$ cat config.mk
export PLATFORM = sky130hd
export DESIGN_NAME = branch_predict_unit_flat
export DESIGN_NICKNAME = d
export VERILOG_FILES = /design/src/rtl/branch_predict_unit_if.sv /design/src/rtl/branch_predict_unit.sv /design/src/flat_wrapper.sv
export SDC_FILE = /design/constraint.sdc
export NUM_CORES = 1
export LEC_CHECK = 0
export ABC_AREA = 1
export CORE_MARGIN = 1
export CORE_UTILIZATION = 45
export DETAILED_ROUTE_END_ITERATION = 7
export GPL_TIMING_DRIVEN = 0
export PLACE_DENSITY = 0.69
export SYNTH_ARGS = -nofsm -noshare
export SYNTH_HDL_FRONTEND = slang
export SYNTH_SLANG_ARGS = --single-unit
$ cat constraint.sdc
create_clock -name clk_i -period 5 [get_ports clk_i]
set_input_delay 1 -clock clk_i [delete_from_list [all_inputs] [get_ports clk_i]]
set_output_delay 1 -clock clk_i [all_outputs]
set_load 0.02 [all_outputs]
$ cat src/rtl/branch_predict_unit_if.sv
// Bundles the IF prediction port and the EX resolution port of branch_predict_unit.
// The statistics outputs exist only when BPU_STATS_EN is defined.
interface branch_predict_unit_if #(
  parameter int PC_W = 32
);
  logic            pred_valid_i;
  logic [PC_W-1:0] pred_pc_i;
  logic            pred_taken_o;
  logic            pred_valid_o;
  logic            res_valid_i;
  logic [PC_W-1:0] res_pc_i;
  logic [2:0]      branchType_i;
  logic            zero_i;
  logic            resultBit31_i;
  logic            pred_taken_i;
  logic            branch_o;
  logic            mispredict_o;
`ifdef BPU_STATS_EN
  logic [31:0]     branch_cnt_o;
  logic [31:0]     miss_cnt_o;
`endif

  modport master (
    output pred_valid_i, pred_pc_i, res_valid_i, res_pc_i, branchType_i,
           zero_i, resultBit31_i, pred_taken_i,
`ifdef BPU_STATS_EN
    input  branch_cnt_o, miss_cnt_o,
`endif
    input  pred_taken_o, pred_valid_o, branch_o, mispredict_o
  );

  modport slave (
    input  pred_valid_i, pred_pc_i, res_valid_i, res_pc_i, branchType_i,
           zero_i, resultBit31_i, pred_taken_i,
`ifdef BPU_STATS_EN
    output branch_cnt_o, miss_cnt_o,
`endif
    output pred_taken_o, pred_valid_o, branch_o, mispredict_o
  );
endinterface

$ cat src/rtl/branch_predict_unit.sv
// Branch resolution from ALU flags plus a PC-indexed table of 2-bit saturating counters.
// Define BPU_STATS_EN to add saturating resolved-branch and mispredict counters.
module branch_predict_unit #(
  parameter int          PC_W     = 32,
  parameter int          IDX_W    = 6,
  parameter logic [1:0]  CNT_INIT = 2'b01
) (
  input logic                  clk_i,
  input logic                  rst_i,
  branch_predict_unit_if.slave bus
);
  localparam int DEPTH = 2**IDX_W;

  logic [1:0]       cnt_tbl [DEPTH];
  logic [IDX_W-1:0] pred_idx;
  logic [IDX_W-1:0] res_idx;
  logic             is_branch;
  logic             actual_taken;
  logic             do_update;
  logic [1:0]       res_cnt;
  logic [1:0]       res_cnt_next;
  logic             pred_taken_q;
  logic             pred_valid_q;
  logic             branch_q;
  logic             mispredict_q;

  // PC bits outside the index field are deliberately ignored (aliasing is accepted).
  logic unused_pc_bits;
  assign unused_pc_bits = ^{bus.pred_pc_i[PC_W-1:IDX_W+2], bus.pred_pc_i[1:0],
                            bus.res_pc_i[PC_W-1:IDX_W+2], bus.res_pc_i[1:0]};

  assign pred_idx = bus.pred_pc_i[IDX_W+1:2];
  assign res_idx  = bus.res_pc_i[IDX_W+1:2];

  always_comb begin
    is_branch    = 1'b1;
    actual_taken = 1'b0;
    case (bus.branchType_i)
      3'b001:  actual_taken = bus.zero_i;
      3'b010:  actual_taken = !bus.zero_i;
      3'b011:  actual_taken = bus.zero_i | bus.resultBit31_i;
      3'b100:  actual_taken = bus.resultBit31_i;
      3'b101:  actual_taken = !bus.zero_i & !bus.resultBit31_i;
      3'b110:  actual_taken = !bus.resultBit31_i;
      default: is_branch = 1'b0;
    endcase
  end

  assign do_update = bus.res_valid_i & is_branch;
  assign res_cnt   = cnt_tbl[res_idx];

  always_comb begin
    res_cnt_next = res_cnt;
    if (actual_taken && res_cnt != 2'b11)
      res_cnt_next = res_cnt + 2'b01;
    else if (!actual_taken && res_cnt != 2'b00)
      res_cnt_next = res_cnt - 2'b01;
  end

  // Prediction reads the pre-update value on a same-index collision; no bypass.
  always_ff @(posedge clk_i) begin
    if (rst_i) begin
      for (int i = 0; i < DEPTH; i++)
        cnt_tbl[i] <= CNT_INIT;
      pred_taken_q <= 1'b0;
      pred_valid_q <= 1'b0;
      branch_q     <= 1'b0;
      mispredict_q <= 1'b0;
    end else begin
      pred_valid_q <= bus.pred_valid_i;
      if (bus.pred_valid_i)
        pred_taken_q <= cnt_tbl[pred_idx][1];
      branch_q     <= do_update & actual_taken;
      mispredict_q <= do_update & (actual_taken ^ bus.pred_taken_i);
      if (do_update)
        cnt_tbl[res_idx] <= res_cnt_next;
    end
  end

  assign bus.pred_taken_o = pred_taken_q;
  assign bus.pred_valid_o = pred_valid_q;
  assign bus.branch_o     = branch_q;
  assign bus.mispredict_o = mispredict_q;

`ifdef BPU_STATS_EN
  logic [31:0] branch_cnt_q;
  logic [31:0] miss_cnt_q;

  always_ff @(posedge clk_i) begin
    if (rst_i) begin
      branch_cnt_q <= '0;
      miss_cnt_q   <= '0;
    end else if (do_update) begin
      if (branch_cnt_q != '1)
        branch_cnt_q <= branch_cnt_q + 32'd1;
      if ((actual_taken ^ bus.pred_taken_i) && miss_cnt_q != '1)
        miss_cnt_q <= miss_cnt_q + 32'd1;
    end
  end

  assign bus.branch_cnt_o = branch_cnt_q;
  assign bus.miss_cnt_o   = miss_cnt_q;
`endif
endmodule

$ cat src/flat_wrapper.sv
// flat-port wrapper written by rule: the top's interface ports become plain ports
module branch_predict_unit_flat 
#(
  parameter int          PC_W     = 32,
  parameter int          IDX_W    = 6,
  parameter logic [1:0]  CNT_INIT = 2'b01
)
  (clk_i, rst_i, bus_pred_valid_i, bus_pred_pc_i, bus_res_valid_i, bus_res_pc_i, bus_branchType_i, bus_zero_i, bus_resultBit31_i, bus_pred_taken_i, bus_pred_taken_o, bus_pred_valid_o, bus_branch_o, bus_mispredict_o);
  branch_predict_unit_if #(.PC_W(PC_W)) bus_i ();
  input logic clk_i;
  input logic rst_i;
  input wire logic [$bits(bus_i.pred_valid_i)-1:0] bus_pred_valid_i;
  input wire logic [$bits(bus_i.pred_pc_i)-1:0] bus_pred_pc_i;
  input wire logic [$bits(bus_i.res_valid_i)-1:0] bus_res_valid_i;
  input wire logic [$bits(bus_i.res_pc_i)-1:0] bus_res_pc_i;
  input wire logic [$bits(bus_i.branchType_i)-1:0] bus_branchType_i;
  input wire logic [$bits(bus_i.zero_i)-1:0] bus_zero_i;
  input wire logic [$bits(bus_i.resultBit31_i)-1:0] bus_resultBit31_i;
  input wire logic [$bits(bus_i.pred_taken_i)-1:0] bus_pred_taken_i;
  output wire logic [$bits(bus_i.pred_taken_o)-1:0] bus_pred_taken_o;
  output wire logic [$bits(bus_i.pred_valid_o)-1:0] bus_pred_valid_o;
  output wire logic [$bits(bus_i.branch_o)-1:0] bus_branch_o;
  output wire logic [$bits(bus_i.mispredict_o)-1:0] bus_mispredict_o;
  assign bus_i.pred_valid_i = bus_pred_valid_i;
  assign bus_i.pred_pc_i = bus_pred_pc_i;
  assign bus_i.res_valid_i = bus_res_valid_i;
  assign bus_i.res_pc_i = bus_res_pc_i;
  assign bus_i.branchType_i = bus_branchType_i;
  assign bus_i.zero_i = bus_zero_i;
  assign bus_i.resultBit31_i = bus_resultBit31_i;
  assign bus_i.pred_taken_i = bus_pred_taken_i;
  assign bus_pred_taken_o = bus_i.pred_taken_o;
  assign bus_pred_valid_o = bus_i.pred_valid_o;
  assign bus_branch_o = bus_i.branch_o;
  assign bus_mispredict_o = bus_i.mispredict_o;
  branch_predict_unit #(.PC_W(PC_W), .IDX_W(IDX_W), .CNT_INIT(CNT_INIT)) u_core (.clk_i(clk_i), .rst_i(rst_i), .bus(bus_i));
endmodule
== Yosys cells after proc, flatten, opt, wreduce, memory -nomap -nowiden ==
Memories as Yosys holds them, arrays and structs flattened. A register that Yosys moved wholly into a read port is not among the register bits.
Cells that the tools add are included.
W data, S select, Z words.

* Bits in writable memories: 128
* Bits in registers: 3
* Memories kept: 1
* Output and inout port bits: 4
* Word-level logic and storage cells: 39
* Bits of input ports: 74

{| class="wikitable"
|+ Memory list
! name !! depth !! bits a word !! read ports !! clocked after Yosys merged registers in !! write ports !! RTL line !! RTL
|-
| u_core.cnt_tbl || 64 || 2 || 2 || 1 || 64 || branch_predict_unit.sv:14 || <nowiki>logic [1:0] cnt_tbl [DEPTH];</nowiki>
|}

* Equality and inequality tests: 7
* Muxes and demuxes: 12
* Add/sub/neg operators: 2
* Reductions and logical operators: 8
* Bitwise gates (word level): 6

{| class="wikitable"
|+ Operators with widths
! cell !! number
|-
| $eq A3 B3 Y1 const B || 3
|-
| $mux W1 || 7
|-
| $eq A3 B2 Y1 const B || 2
|-
| $mux W2 || 3
|-
| $mux W6 || 1
|-
| $pmux W1 S6 || 1
|-
| $reduce_or A6 Y1 || 1
|-
| $and A1 B1 Y1 || 4
|-
| $eq A3 B1 Y1 const B || 1
|-
| $logic_not A1 Y1 || 3
|-
| $add A2 B1 Y2 const B || 1
|-
| $logic_and A1 B1 Y1 || 2
|-
| $ne A2 B2 Y1 const B || 1
|-
| $reduce_bool A2 Y1 || 1
|-
| $reduce_or A2 Y1 || 1
|-
| $sub A2 B1 Y2 const B || 1
|-
| $or A1 B1 Y1 || 1
|-
| $xor A1 B1 Y1 || 1
|}

== Longest topological paths before layout ==
Gate-level depths: netlist of the first run.

* Depth after elaboration: 9
* Gate-level depth with buffers: 22
* Depth with buffers taken out: 20

== Worst setup path before layout of the first run ==
OpenSTA, ideal clock, no wires.

* Path type: input port to flip-flop
* Start: input port bus_res_pc_i[3]
* End: memory u_core.cnt_tbl[11][1], data pin
* Setup time: 0.251 ns
* Cell stages on the path: 18
* Path slack: 1.826 ns
* Path buffers: 3
* Data required time: 4.749 ns
* Data arrival time: 2.923 ns
* Cell sequence: buf_4 inv_2 nor2_2 buf_4 nand3_1 nand2_1 nor2_1 nand2_1 nand2_1 nand2_1 nor2_1 nand2_2 inv_1 ha_1 or2_2 nand2_4 buf_6 nor2_1

{| class="wikitable"
|+ RTL lines
! what !! RTL line !! RTL
|-
| start, declared || flat_wrapper.sv:15 || <nowiki>input wire logic [$bits(bus_i.res_pc_i)-1:0] bus_res_pc_i;</nowiki>
|-
| end, declared || branch_predict_unit.sv:14 ||
|}

==> results of run 1 <==
[power by group through the flow]
stage                     Clock [mW]  Sequential, mW  Combinational (mW)
after floorplan                    0            1.27               0.335
after global placement             0            1.28               0.524
after detailed placement           0            1.28               0.526
after CTS                       1.37            1.25               0.527
after global routing            1.41            1.26               0.577
final                           1.37            1.25               0.544
[Yosys cell counts]
library cell	number	area (um2)
or2_1	1	6.26
nor3_1	10	50.1
a21oi_1	41	205
buf_4	14	105
nand2_4	2	22.5
nand2_2	1	6.26
dfxtp_1	4	80.1
nor2_4	1	11.3
inv_2	4	15.0
nor2_2	2	12.5
nand3_2	1	10.0
clkbuf_1	19	71.3
o21ai_1	11	55.1
o211ai_1	2	15.0
or2_2	5	31.3
nor2_1	144	541
a31oi_1	1	6.26
nand3_1	149	746
buf_6	8	90.1
buf_2	15	75.1
ha_1	2	25.0
nand2_1	296	1110
o21ai_0	29	145
edfxtp_1	128	3840
inv_1	157	589
[cell families (layout without fill, tap and decap cells)]
| kind of cell | count (synthesis) | after routing | synth area share [%] |
|---|---|---|---|
| AOI/OAI and AO/OA | 84 | 84 | 5.42 |
| adders and majority gates | 2 | 2 | 0.318 |
| buffers and inverters | 217 | 269 | 12.0 |
| DFF | 132 | 132 | 49.9 |
| and+or+nand+nor | 612 | 612 | 32.4 |
[layer usage]
layer / track usage (%) / up-vias
met4: 18.5 / 0
met1: 40.3 / 3426
met3: 7.45 / 111
li1: - / 3426
met5: 0 / -
met2: 46.1 / 535
[area by class of cell]
cell class | count | area (um2) | share of cell area, %
multi-input cells | 698 | 3000 | 33.4
plain buffers | 56 | 342 | 3.80
clock buffers | 18 | 429 | 4.77
well taps | 220 | 275 | 3.06
clock inverters | 13 | 209 | 2.32
repair buffers | 21 | 210 | 2.34
flip-flops and latches | 132 | 3920 | 43.6
inverters | 161 | 604 | 6.72
[worst paths after layout]
kind	from	to	cells after the start
max	bus_res_pc_i[2]	u_core.cnt_tbl[20][0]	18
min	u_core.bus.pred_taken_o	u_core.bus.pred_taken_o	4
max reg2reg	u_core.cnt_tbl[58][0]	u_core.cnt_tbl[20][0]	15
min reg2reg	u_core.bus.pred_taken_o	u_core.bus.pred_taken_o	4
[sequential cells by signal (all words and copies together) (netlist names)]
register	flops
u_core.cnt_tbl	128
u_core.bus.branch_o	1
u_core.bus.pred_taken_o	1
u_core.bus.pred_valid_o	1
u_core.bus.mispredict_o	1
[through the flow]
stage | utilization [%] | std cells
after detailed placement | 49.7 | 1288
after CTS | 53.5 | 1319
after floorplan | - | 1047
after global routing | 53.5 | 1319
after global placement | 49.7 | 1288
final | 53.5 | 1319
[worst register-to-register path, stage by stage, from the launching register on]
cell and delay [ns]:
edfxtp_1 0.38, nand2_1 0.08, nand2_1 0.05, nand2_1 0.06
a21oi_1 0.10, o21ai_0 0.34, nand2_1 0.09, nor2_1 0.42
nand2_2 0.17, inv_1 0.08, ha_1 0.13, or2_1 0.11
nand2_1 0.11, nand3_2 0.26, buf_2 0.34, nand3_1 0.13
==> key figures, run 1 <==
Status
  • Status: complete, no violations

Setup path
  • Worst path buffer plus inverter count: 5
  • Worst path arrival time: roughly 4.5 ns
  • Max stage delay on crit path: roughly 0.5 ns
  • CP max-delay cell: clkdlybuf4s50_1
  • Worst setup EP type: register
  • Kind of critical path: input pin to register
  • Flop-to-flop setup slack: 1.89 ns
  • CP top delay family: simple AND/OR/NAND/NOR gates
  • CP Launch Type: input pin
  • CP required: 5.16 ns
  • Critical path fanouts, max: 10
  • Crit-path cells: clkdlybuf4s50_1 -> buf_4 -> buf_2 -> nand2_1 -> nand2_1 -> nand2_1 -> a21oi_1 -> o21ai_0 -> nand2_1 -> nor2_1 -> nand2_2 -> inv_1 -> ha_1 -> or2_1 -> nand2_1 -> nand3_2 -> buf_2 -> nand3_1
  • Most used cell, CP: nand2_1

Timing
  • Slew Limit Fails: 0
  • Worst-Margin Slew: around 0.96 ns
  • Max Clock Skew: about 0.0090 ns
  • Relative max-transition margin: 35.8%
  • Setup_tns: 0 ns
  • Setup WS post-layout: 0.684 ns
  • RSZ-0062 raised after global routing: false
  • Period minus WS final: roughly 4.3 ns
  • Period utilization: a little under nine tenths
  • Final Hold Fails: 0
  • Worst Hold Margin: 0.568 ns
  • Achievable clock frequency: 232 MHz
  • Final setup violation count: 0

Layout
  • NumNets Final: between 1,000 and 1,500
  • # diodes: 0
  • Area growth, synth to finish: 14.3%
  • Fraction of layout cells with a size suffix above 1: roughly 7.6%
  • Final instance area: 8990 um2
  • Most frequent cells in the layout: nand2_1 (296), inv_1 (157), nand3_1 (149)
  • Most common cell after layout, fill and taps aside: nand2_1
  • Fillers: ~1,600

Power
  • Clock power share: a little over two fifths
  • Power consumption: roughly 3.2 mW
  • Comb pwr share: between 10% and 20%
  • Psw: 0.895 mW
  • Seq pwr share: 39.6%
  • Pwr dens: around 350 nW/um2
  • Sw frac: about 28%
  • Leak Pwr: approximately 3.6 nW
  • Peak supply drop: approximately 0.25 mV
  • Internal power: 2.27 mW

Floorplan
  • Die height: between 100 and 150 um
  • IO Count: just under 80
  • Die width: ~130 um
  • Core area: approximately 17,000 um2
  • Full die area: 18,000 um2
  • Row cnt: between 40 and 50
  • Initial Utilization: around 47%

CTS
  • Clock Tree Root: clkbuf_16
  • CTS Buf Count: 17
  • # clock sinks: approximately 130
  • Hold Buf Count CTS: 0
  • Postcts setup bufs: 0
  • H-tree depth: 4
  • Clock buffer depth: 2
  • Post-CTS sizing: 0
  • Clk Latency, worst-skew pair: around 0.43 ns
  • TritonCTS clock tree: yes
  • Clk slew on worst S/H paths: 0.06 ns

GRT
  • Total global routing overflow: 0
  • Initial antenna violation count: 0
  • Aggregate global-route resource usage: a little under a third
  • First-pass GRT wire length: about 40 mm
  • Vias in the first global route: 6,762
  • Largest net degree at the start of global routing: 17

Route
  • Wl on met1: around 10 mm
  • Drt initial violations: roughly 1,100
  • DR DRC count: 0
  • DR pass1 iterations: 8
  • Metal3 WL: 3.42 mm
  • ANT nets after route: 0
  • Total Wirelength: 26.6 mm
  • DR top layer: met4
  • Routed WL per cell: a little over 20 um
  • Routed via count: around 7,500
  • Via/cell ratio: approximately 5.7
  • Wire length on met2: approximately 11 mm

Synthesis
  • Flops & latches, synth: approximately 130
  • Syn Area/Cell: 7.52 um2
  • Synth cell types: 25
  • YS warnings: 0
  • Syn nets: between 1,000 and 1,500
  • Synth Cell Area: ~7900 um2
  • Synth Instances: ~1,000
  • Seq/Total Area, Yosys: 49.9%

Placed design
  • HPWL after detailed placement: around 18 mm
  • Placer Congestion: roughly 1.0
  • Setup slack at placement: roughly 0.46 ns
  • Cell Area, Placed: about 8400 um2
  • PortBufs: 21

Worst hold path
  • Worst hold path type: register to register

Job
  • Max-cap violation count: 0
Power figures use the tool's default switching activity.
==> run 2: changes to the inputs <==
- CELL_PAD_IN_SITES_DETAIL_PLACEMENT: default -> 2
- CELL_PAD_IN_SITES_GLOBAL_PLACEMENT: default -> 2
- CORE_UTILIZATION: 45 -> 36
- PLACE_DENSITY: 0.69 -> 0.89
- REMOVE_ABC_BUFFERS: default -> 1
==> run 2 against run 1 <==
First-iteration DRC count down 51%. Sequential cell count unchanged. Total power down 1.1%. Register-to-register slack worse by 0.37 ns. Cell area down 1.1%. Hold slack better by 0.11 ns. Clock power about the same. Sequential power about the same. Routed wire length up 21%. Combinational power down 6.8%. Worst setup slack worse by 0.57 ns. Critical path type unchanged. Critical endpoint is now u_core.cnt_tbl[16][0]. Largest power group unchanged. Highest routed layer unchanged.
==> key figures, run 2 (same netlist as run 1, synthesis figures left out) <==
Status
  • Status: complete, no violations

Setup path
  • Crit-path cells: clkdlybuf4s15_2 -> inv_4 -> nor2_4 -> inv_1 -> nor2_1 -> nand2_1 -> nand2_1 -> nor2_1 -> nand2_1 -> nand2_1 -> nand2_1 -> nor2_2 -> nand2_2 -> inv_1 -> ha_1 -> or2_1 -> nand2_1 -> inv_1 -> nand2_8 -> nand3_1
  • CP required: 5.14 ns
  • Worst setup EP type: register
  • Max stage delay on crit path: around 0.65 ns
  • CP max-delay cell: clkdlybuf4s15_2
  • Worst path arrival time: 5.02 ns
  • CP Launch Type: input pin
  • Kind of critical path: input pin to register
  • Critical path fanouts, max: 64
  • CP top delay family: simple AND/OR/NAND/NOR gates
  • Most used cell, CP: nand2_1
  • Worst path buffer plus inverter count: 5

Power
  • Leak Pwr: between 3 and 4 nW
  • Internal power: 2.17 mW
  • Clock power share: a little over two fifths
  • Power consumption: 3.13 mW
  • Sw frac: between 30% and 40%
  • Pwr dens: ~350 nW/um2
  • Psw: ~0.96 mW
  • Comb pwr share: between 10% and 20%
  • Peak supply drop: approximately 0.38 mV
  • Seq pwr share: 40.0%

CTS
  • # clock sinks: ~130
  • Clock Tree Root: clkbuf_16
  • TritonCTS clock tree: yes
  • CTS Buf Count: 17
  • Clock buffer depth: 2
  • Clk Latency, worst-skew pair: between 0.4 and 0.5 ns
  • Clk slew on worst S/H paths: ~0.070 ns
  • Hold Buf Count CTS: 0
  • H-tree depth: 4

Placed design
  • HPWL after detailed placement: 18.3 mm
  • PortBufs: 25
  • Placer Congestion: about 0.77

Route
  • Via/cell ratio: 5.58
  • Drt initial violations: ~540
  • DR DRC count: 0
  • Routed WL per cell: roughly 24 um
  • Routed via count: ~7,400
  • DR pass1 iterations: 5
  • ANT nets after route: 0
  • Total Wirelength: ~32 mm

Layout
  • Most flops, register: u_core.cnt_tbl
  • Area growth, synth to finish: 13.1%
  • Most common cell after layout, fill and taps aside: nand2_1
  • # diodes: 0
  • Flip-flop count of the largest register after layout: between 100 and 150
  • Fraction of layout cells with a size suffix above 1: under 10%
  • NumNets Final: between 1,000 and 1,500
  • Most frequent cells in the layout: nand2_1 (296), inv_1 (156), nand3_1 (149)

GRT
  • Largest net degree at the start of global routing: 76
  • Total global routing overflow: 0
  • Initial antenna violation count: 0
  • Aggregate global-route resource usage: slightly above 30%
  • First-pass GRT wire length: approximately 48 mm
  • Vias in the first global route: between 8,000 and 9,000

Timing
  • Slew Limit Fails: 0
  • Worst-Margin Slew: 1.39 ns
  • Final Hold Fails: 0
  • Period minus WS final: between 4 and 5 ns
  • Relative max-transition margin: around 7.0%
  • Final setup violation count: 0
  • Setup_tns: 0 ns
  • Period utilization: 97.7%
  • Achievable clock frequency: 205 MHz
  • Max Clock Skew: between 0.01 and 0.015 ns

Floorplan
  • Full die area: between 20,000 and 25,000 um2
  • Initial Utilization: roughly 37%
  • Die height: around 150 um
  • Row cnt: 53
  • Die width: approximately 150 um
  • IO Count: between 70 and 80
  • Core area: ~21,000 um2

Job
  • Max-cap violation count: 0

Worst hold path
  • Worst hold path type: register to register
[run 2: area by class of cell]
type / count / area (um2)
timing repair buffer: 32 / 349
fill: 2466 / 12300
sequential: 132 / 3920
multi-input combinational: 699 / 3060
clock buffer: 17 / 425
clock inverter: 15 / 189
inverter: 161 / 609
tap: 275 / 344
[run 2: worst min-delay path: cells and delay by family (launching register included)]
family	cells	cell delay, ns
buffers and inverters	1	0.05
AND/OR/NAND/NOR	3	0.28
flip-flops	1	0.32
[run 2: what timing repair did]
action / in CTS / in global routing
pin swaps: 2 / 0
resized for setup: 9 / 5
setup buffers: 5 / 0
setup endpoints to repair: 128 / 78
gates cloned: 1 / 0
[run 2: layer usage]
metal  GRT usage [%]  wire length, um  vias to the layer above
li1                -                -                     3330
met1            34.7            12800                     3763
met2            52.3            16000                      249
met3            5.64             1850                       79
met4            18.6             1600                        0
met5               0                0                        -
[run 2: power by group through the flow]
| stage | combinational, mW | clock (mW) | sequential, mW |
|---|---|---|---|
| finish | 0.507 | 1.37 | 1.25 |
| global route | 0.541 | 1.42 | 1.25 |
| CTS | 0.492 | 1.36 | 1.25 |
| detailed placement | 0.463 | 0 | 1.27 |
| global placement | 0.451 | 0 | 1.27 |
| floorplan | 0.249 | 0 | 1.27 |
[run 2: final timing paths]
check                                             start                       to  slack, ns  cells past startpoint
worst min-delay path            u_core.bus.pred_taken_o  u_core.bus.pred_taken_o       0.68                      4
worst max register to register    u_core.cnt_tbl[16][0]    u_core.cnt_tbl[16][0]       1.52                     15
worst max-delay path                    bus_res_pc_i[3]    u_core.cnt_tbl[16][0]       0.12                     20
worst min register to register  u_core.bus.pred_taken_o  u_core.bus.pred_taken_o       0.68                      4
[run 2: per-stage QoR]
step | hold WS [ns] | utilization, % | setup WS, ns | area [um2] | cells
after floorplan | 0.630 | - | 1.28 | 7530 | 991
after global placement | 0.560 | 38.3 | -3.76 | 8120 | 1291
after detailed placement | 0.629 | 38.5 | -1.64 | 8160 | 1293
after CTS | 0.642 | 41.8 | -0.0532 | 8870 | 1331
after global routing | 0.728 | 41.9 | -0.0298 | 8900 | 1331
final | 0.677 | 41.9 | 0.117 | 8900 | 1331
